### config.mk
export PLATFORM = sky130hd
export DESIGN_NAME = elut_multi_cfg
export DESIGN_NICKNAME = d
export VERILOG_FILES = /design/src/rtl/elut_multi_cfg.sv
export SDC_FILE = /design/constraint.sdc
export NUM_CORES = 1
export LEC_CHECK = 0
export ABC_CLOCK_PERIOD_IN_PS = 1800
export CAP_MARGIN = 20
export CORE_MARGIN = 1.5
export CORE_UTILIZATION = 30
export CTS_BUF_LIST = sky130_fd_sc_hd__clkbuf_16
export CTS_CLUSTER_DIAMETER = 60
export DETAILED_ROUTE_END_ITERATION = 7
export GPL_TIMING_DRIVEN = 0
export PLACE_DENSITY = 0.43
export SYNTH_ARGS = -nofsm -noshare
export SYNTH_HDL_FRONTEND = slang
export SYNTH_SLANG_ARGS = --single-unit
### constraint.sdc
create_clock -name clk -period 1.8 [get_ports clk]
set_clock_uncertainty 0.15 [all_clocks]
set_input_delay 0.18 -clock clk [delete_from_list [all_inputs] [get_ports clk]]
set_output_delay 0.18 -clock clk [all_outputs]
set_load 0.05 [all_outputs]
### src/rtl/elut_multi_cfg.sv
// elut_multi_cfg: NUM_LUTS independent K-input LUTRAM channels with a serial
// bit-stream reload engine.
//
// Ports:
//   clk, rst_n            clock, asynchronous active-low reset
//   cfg_start             begin / restart a table reload
//   cfg_valid, cfg_data   serial table beat (one bit per accepted beat)
//   cfg_ready             loader accepts a beat this cycle (registered)
//   cfg_done              one-cycle pulse after the last beat is written (registered)
//   dpra                  read address, LUT i uses dpra[i*K +: K]
//   qdpo_en               clock enable for the registered outputs
//   dpo                   combinational LUT outputs
//   qdpo                  registered (REG_OUT=1) or pass-through (REG_OUT=0) outputs
module elut_multi_cfg #(
    parameter int unsigned K        = 6,
    parameter int unsigned NUM_LUTS = 2,
    parameter int unsigned REG_OUT  = 1,
    parameter logic [0:NUM_LUTS*(2**K)-1] INIT_MASK = '0
) (
    input  logic                  clk,
    input  logic                  rst_n,
    input  logic                  cfg_start,
    input  logic                  cfg_valid,
    input  logic                  cfg_data,
    output logic                  cfg_ready,
    output logic                  cfg_done,
    input  logic [NUM_LUTS*K-1:0] dpra,
    input  logic                  qdpo_en,
    output logic [NUM_LUTS-1:0]   dpo,
    output logic [NUM_LUTS-1:0]   qdpo
);

    localparam int unsigned DEPTH = 2**K;
    localparam int unsigned LW    = (NUM_LUTS > 1) ? $clog2(NUM_LUTS) : 1;

    typedef enum logic [1:0] {IDLE, LOAD, DONE} state_t;

    state_t                         state;
    logic [K-1:0]                   bit_cnt;
    logic [LW-1:0]                  lut_cnt;
    logic [NUM_LUTS-1:0][DEPTH-1:0] tbl;
    logic                           accept;
    logic                           bit_last;
    logic                           last_beat;

    // A restart in the same cycle as a beat drops the beat.
    assign accept    = (state == LOAD) && cfg_valid && !cfg_start;
    assign bit_last  = (bit_cnt == K'(DEPTH - 1));
    assign last_beat = bit_last && (lut_cnt == LW'(NUM_LUTS - 1));

    // Loader FSM with registered handshake outputs.
    always_ff @(posedge clk or negedge rst_n) begin
        if (!rst_n) begin
            state     <= IDLE;
            bit_cnt   <= '0;
            lut_cnt   <= '0;
            cfg_ready <= 1'b0;
            cfg_done  <= 1'b0;
        end else begin
            cfg_done <= 1'b0;
            unique case (state)
                IDLE: begin
                    if (cfg_start) begin
                        state     <= LOAD;
                        bit_cnt   <= '0;
                        lut_cnt   <= '0;
                        cfg_ready <= 1'b1;
                    end
                end
                LOAD: begin
                    if (cfg_start) begin
                        bit_cnt <= '0;
                        lut_cnt <= '0;
                    end else if (cfg_valid) begin
                        if (last_beat) begin
                            // Counters park at their terminal values until the next start.
                            state     <= DONE;
                            cfg_ready <= 1'b0;
                            cfg_done  <= 1'b1;
                        end else if (bit_last) begin
                            bit_cnt <= '0;
                            lut_cnt <= lut_cnt + 1'b1;
                        end else begin
                            bit_cnt <= bit_cnt + 1'b1;
                        end
                    end
                end
                DONE: begin
                    state <= IDLE;
                end
                default: begin
                    state     <= IDLE;
                    cfg_ready <= 1'b0;
                end
            endcase
        end
    end

    // Truth-table storage; reset restores the power-on mask.
    always_ff @(posedge clk or negedge rst_n) begin
        if (!rst_n) begin
            for (int unsigned i = 0; i < NUM_LUTS; i++) begin
                for (int unsigned j = 0; j < DEPTH; j++) begin
                    tbl[i][j] <= INIT_MASK[i*DEPTH + j];
                end
            end
        end else if (accept) begin
            tbl[lut_cnt][bit_cnt] <= cfg_data;
        end
    end

    // Combinational table read per channel.
    always_comb begin
        dpo = '0;
        for (int unsigned i = 0; i < NUM_LUTS; i++) begin
            dpo[i] = tbl[i][dpra[i*K +: K]];
        end
    end

    generate
        if (REG_OUT != 0) begin : g_reg
            // Output register keeps sampling during a reload.
            always_ff @(posedge clk or negedge rst_n) begin
                if (!rst_n) begin
                    qdpo <= '0;
                end else if (qdpo_en) begin
                    qdpo <= dpo;
                end
            end
        end else begin : g_comb
            logic unused_qdpo_en;
            assign unused_qdpo_en = qdpo_en;
            assign qdpo           = dpo;
        end
    endgenerate

endmodule

==> results_dict.tcl, run 1 <==
set metrics [dict create \
    layout_common_cells "dfrtp_1, mux2_4, nor2_4" \
    leakagePower_nw 4.678 \
    synth_flop_cell "dfrtp_1" \
    cts_buffers 17 \
    dr.pass1.iters 4 \
    critPathCaptureType "output port" \
    fin_crit_sh_pct 134.5 \
    crit-reg2reg-launch "state[1]$_DFFE_PN0P_" \
    drtIter0Drc 213 \
    synthesis.area_um2 7342 \
    worst_pin_slew_ps 702.0 \
    synth_cell_type_count 41 \
    grt_usage_pct 17.92 \
    cts_max_level 4 \
    synth.yosys.warnings 0 \
    setup_ws_ps -620.4 \
    status "complete, but fails checks" \
    hold_viol 0 \
    cts_root_buffer "clkbuf_16" \
    relSlewSlack_pct 53.20 \
    clock.fmax_mhz 413.2 \
    io_buffer_count 16 \
    cts.clk_slew.worst_paths_ps 70 \
    critPathMaxFanout 2 \
    clkSinkCount 141 \
    syn-num-nets 646 \
    place_inst 968 \
    n_antenna_cell 0 \
    antenna_found_initial 0 \
    synthCells 627 \
    fp.dieH_um 159.4 \
    seq_area_frac_synth_pct 48.06 \
    die-area_um2 25420 \
    insertion_delay_ps 420 \
    drcViolationCount 0 \
    fin_crit_ps 2420 \
    power_mw 7.827 \
    grt_pass1_vias 5645 \
    gr-total-overflow 0 \
    violations "setup timing" \
    cp-startpoint "tbl[94]$_DFFE_PN0P_" \
    clock_path_buffers 2 \
    avgSynthCellArea_um2 11.71 \
    post_drt_wl_per_cell_um 20.75 \
    vias 5244 \
    critical_path_class "register to output port" \
    final_nets 727 \
    r2r_cells 7 \
    worstPathCellList "mux4_2 > mux2_4 > a2bb2oi_2 > nand4b_1 > nand2_4 > buf_8" \
    max_stage_delay_ps 470 \
    final_common_cell "dfrtp_1" \
    start_util_pct 30.37 \
    drv_cap 0 \
    worstSetupStartpointType "register" \
    place.gp.congestion 0.7844 \
    synth_edf_count 0 \
    r2r-end "tbl[64]$_DFFE_PN0P_" \
    cp_slowest_cell "mux4_2" \
    arrival_ps 2090 \
    drive_gt1_share_pct 58.25 \
    grt_pass1_wl_um 34220 \
    p_per_area_nw_per_um2 742.3 \
    rsz0062_at_grt "yes" \
    finalWirelength_um 21680 \
    ys_ff_latch 141 \
    drv_slew 0 \
    synthArstFlopShare_pct 100.0 \
    avgViaCountPerCell 5.018 \
    io_pins 24 \
    cts_tree "yes" \
    die_x_um 159.4 \
    fin_cells 1045 \
    cp.required_ps 1470 \
    peakVddDrop_mv 0.4819 \
    rrSetupSlack_ps -330 \
    core_area_um2 24180 \
    area_growth_pct 43.61 \
    min_path_type "primary input to async pin" \
    grt_max_degree 86 \
    setup_viol 129 \
    dp_hpwl_um 14520 \
    rows 57 \
    ant_nets 0 \
    final_util_pct 43.61 \
]
[where the power goes]
part           leakage (nW)  switching, mW  internal, mW
combinational          2.46          0.503         0.382
clock                 0.286           1.44          2.18
sequential             1.94         0.0658          3.26
total                  4.68           2.00          5.82
[repair_timing]
action / CTS / global route
gates resized for setup: 254 / 93
hold endpoints to repair: 56 / 0
hold buffers: 1 / 0
endpoints found under the setup margin: 144 / 136
pin swaps: 54 / 35
setup buffers: 40 / 20
cloned: 0 / 0
[logic make-up (layout without fill, tap and decap cells)]
group | after synthesis | in the layout | synth area share, %
buffers and inverters | 46 | 140 | 2.522
muxes | 175 | 175 | 30.81
and+or+nand+nor | 230 | 230 | 15.42
AOI/OAI and AO/OA | 34 | 34 | 3.016
DFF | 141 | 141 | 48.06
adders and majority gates | 1 | 1 | 0.1704
[per-layer routing]
| layer | vias up | wire [um] | track usage [%] |
|---|---|---|---|
| met4 | 0 | 345 | 5.232 |
| met5 | - | 0 | 0 |
| met2 | 64 | 10730 | 29.87 |
| met1 | 2779 | 10160 | 23.98 |
| met3 | 22 | 443 | 2.943 |
| li1 | 2379 | - | - |
[sequential cells by signal, indices dropped and copies added, names as in the netlist]
register,cells
bit_cnt,6
cfg_ready,1
cfg_done,1
tbl,128
lut_cnt,1
state,2
qdpo,2
[final cells by class]
| class | instances | area [um^2] |
|---|---|---|
| sequential | 141 | 3533 |
| inverter | 4 | 15.01 |
| clock buffer | 17 | 425.4 |
| clock inverter | 15 | 172.7 |
| timing repair buffer | 70 | 828.3 |
| tap | 324 | 405.4 |
| buffer | 34 | 265.3 |
| multi-input combinational | 440 | 4898 |
| fill | 2233 | 13630 |
[worst max-delay path: cells and delay by family (launching register included)]
family | cells | cell delay [ps]
buf+inv | 1 | 150
flops | 1 | 390
simple gates | 2 | 240
compound gates | 1 | 130
mux | 2 | 760
[cells in the mapped netlist, types with 2 or more instances]
cell         n  area share [%]
mux2_2     128              20
nand2_1     93             4.8
and2_1       4            0.34
nor2b_1      9            0.77
and3_1       3            0.26
mux2_1      10             1.5
nand4_1      2            0.17
nor2_1      76             3.9
mux4_2      27             8.3
o22ai_1      4            0.34
a21oi_1      3            0.20
a2bb2oi_1    2            0.24
o21ai_0     10            0.68
inv_1        4            0.20
nor3_4       6             1.3
dfrtp_1    141              48
buf_2       10            0.68
nand3_1     13            0.89
mux2i_1     10             1.4
a31oi_1      3            0.26
clkbuf_1    31             1.6
o31ai_1      3            0.31
nor3_1       4            0.27
o221ai_1     4            0.48
or2_2        2            0.17
nor4_4       2            0.58
nand2b_1     9            0.77
[metrics by stage]
stage	setup TNS [ps]	instance area, um^2	setup WS, ps	hold WS [ps]
after CTS	-21720	10090	-622.2	174.1
final	-24540	10540	-620.4	148.2
after detailed placement	-109950	8130	-1567	52.12
after global routing	-34950	10540	-700.5	197.4
after global placement	-884330	8102	-5506	320.9
after floorplan	-13730	7536	-189.5	-265.6
[worst max path at each step]
stage	endpoint	slack, ps
final	dpo[1]	-620
after global routing	dpo[1]	-700
after CTS	dpo[1]	-620
after detailed placement	dpo[1]	-1570
after global placement	tbl[32]$_DFFE_PN0P_	-5510
after floorplan	tbl[27]$_DFFE_PN0P_	-190
Power figures use the tool's default switching activity.
==> run 2, diff against run 1 <==
--- a/config.mk
+++ b/config.mk
@@ -7,6 +7,7 @@
 export LEC_CHECK = 0
 export ABC_CLOCK_PERIOD_IN_PS = 1800
 export CAP_MARGIN = 20
+export CORE_ASPECT_RATIO = 0.75
 export CORE_MARGIN = 1.5
 export CORE_UTILIZATION = 30
 export CTS_BUF_LIST = sky130_fd_sc_hd__clkbuf_16
==> results_dict.tcl, run 2 (synthesis results as in run 1) <==
set metrics [dict create \
    seq_area_um2 3532 \
    drive_gt1_share_pct 62.33 \
    cts.clk_slew.worst_paths_ps 60 \
    p_per_area_nw_per_um2 721.9 \
    arrival_ps 2080 \
    violations "setup timing" \
    hold_path.startpoint "cfg_start" \
    setup_viol 132 \
    ant_nets 0 \
    cts_max_level 4 \
    hold_viol 0 \
    avgViaCountPerCell 5.058 \
    gr-total-overflow 0 \
    layout_common_cells "dfrtp_1, mux2_4, nor2_4" \
    setup_ws_ps -606.0 \
    clock.fmax_mhz 415.6 \
    die_x_um 183.6 \
    insertion_delay_ps 420 \
    drcViolationCount 0 \
    final_common_cell "dfrtp_1" \
    drv_cap 0 \
    post_drt_wl_per_cell_um 21.11 \
    relSlewSlack_pct 45.10 \
    final_util_pct 45.07 \
    final_nets 744 \
    min_path_cells 2 \
    cts_buffers 17 \
    fin_hold_ws_ps 101.7 \
    leakagePower_nw 4.682 \
    setup_tns_ps -28050 \
    cts_tree "yes" \
    vias 5407 \
    grt_usage_pct 18.68 \
    dp_slack_ps -1638 \
    critical_path_class "register to output port" \
    core_area_um2 23970 \
    rows 49 \
    io_buffer_count 16 \
    status "complete, but fails checks" \
    fp.dieH_um 138.5 \
    place.gp.congestion 0.7979 \
    top_register "tbl" \
    multi_input_area_um2 5024 \
    reg_top3 "tbl (128), bit_cnt (6)" \
    r2r-end "tbl[27]$_DFFE_PN0P_" \
    clock_path_buffers 2 \
    critPathCaptureType "output port" \
    r2r_cells 8 \
    worstSetupStartpointType "register" \
    crit-reg2reg-launch "state[1]$_DFFE_PN0P_" \
    critPathMaxFanout 2 \
    area_growth_pct 47.14 \
    rsz0062_at_grt "yes" \
    cts_root_buffer "clkbuf_16" \
    fin_crit_sh_pct 133.7 \
    start_util_pct 30.63 \
    finalWirelength_um 22570 \
    largest_reg_flops 128 \
    drv_slew 0 \
    n_antenna_cell 0 \
    peakVddDrop_mv 0.6160 \
    fin_crit_ps 2406 \
    drtIter0Drc 266 \
    grt_pass1_vias 5766 \
    worst_pin_slew_ps 823.5 \
    dp_hpwl_um 14650 \
    cp.required_ps 1470 \
    dr.pass1.iters 4 \
    rrSetupSlack_ps -330 \
    grt_pass1_wl_um 35330 \
    power_mw 7.799 \
    holdPathEnd "lut_cnt$_DFFE_PN0P_" \
    clkSinkCount 141 \
    fill_cells 2142 \
    io_pins 24 \
    die-area_um2 25430 \
    min_path_type "primary input to register" \
    grt_max_degree 84 \
    antenna_found_initial 0 \
]
run 2: cell count changes in the layout (fill, tap and decap cells not counted), sizes merged:
cell           previous run  this run
buf                      68        83
clkinv                    6         7
clkdlybuf4s50             7         6
clkinvlp                  3         2
dlymetal6s2s              0         1
o21ai                    11        12
clkbuf                   39        40
run 2: layout make-up:
type                            instances  area share (%)
Sequential cell                       141           32.70
Clock buffer                           17           3.938
Clock inverter                         15           1.459
Multi-Input combinational cell        441           46.50
Timing Repair Buffer                   86           9.185
Inverter                                4          0.1390
Buffer                                 34           2.247
Tap cell                              331           3.834
run 2: worst max-delay path: stages (launching register included):
cell       delay [ps]
dfrtp_1           380
mux4_2            460
mux2_4            290
a2bb2oi_2         130
nand4b_1          160
nand2_4            80
buf_8             150
run 2: metal layers:
layer / track usage, % / routed length, um / vias up
met5: 0 / 0 / -
met4: 3.883 / 221 / 0
met3: 4.110 / 866 / 16
met2: 28.05 / 10180 / 91
met1: 27.56 / 11310 / 2882
li1: - / - / 2418
run 2: worst max path at each step:
| stage | from | end |
|---|---|---|
| after floorplan | bit_cnt[0]$_DFFE_PN0P_ | tbl[27]$_DFFE_PN0P_ |
| after global placement | rst_n | tbl[32]$_DFFE_PN0P_ |
| after detailed placement | dpra[8] | dpo[1] |
| after CTS | tbl[95]$_DFFE_PN0P_ | dpo[1] |
| after global routing | tbl[95]$_DFFE_PN0P_ | dpo[1] |
| final | tbl[94]$_DFFE_PN0P_ | dpo[1] |
run 2: through the flow:
| step | cell area [um^2] | instances |
|---|---|---|
| 6_report | 10800 | 1069 |
| 2_1_floorplan | 7536 | 627 |
| 4_1_cts | 10200 | 1042 |
| 5_1_grt | 10800 | 1069 |
| 3_5_place_dp | 8139 | 975 |
| 3_3_place_gp | 8110 | 974 |
run 2: power breakdown:
part           internal [mW]  leakage, nW  switching [mW]
clock network           2.15        0.294            1.40
logic                  0.395         2.45           0.520
registers               3.27         1.94          0.0704
run 2: timing repair:
action | CTS | global route
pin swaps | 64 | 25
gates cloned | 0 | 1
hold endpoints to repair | 82 | 0
gates resized for setup | 290 | 82
buffers inserted | 50 | 29
endpoints found under the setup margin | 145 | 139
hold buffers | 1 | 0
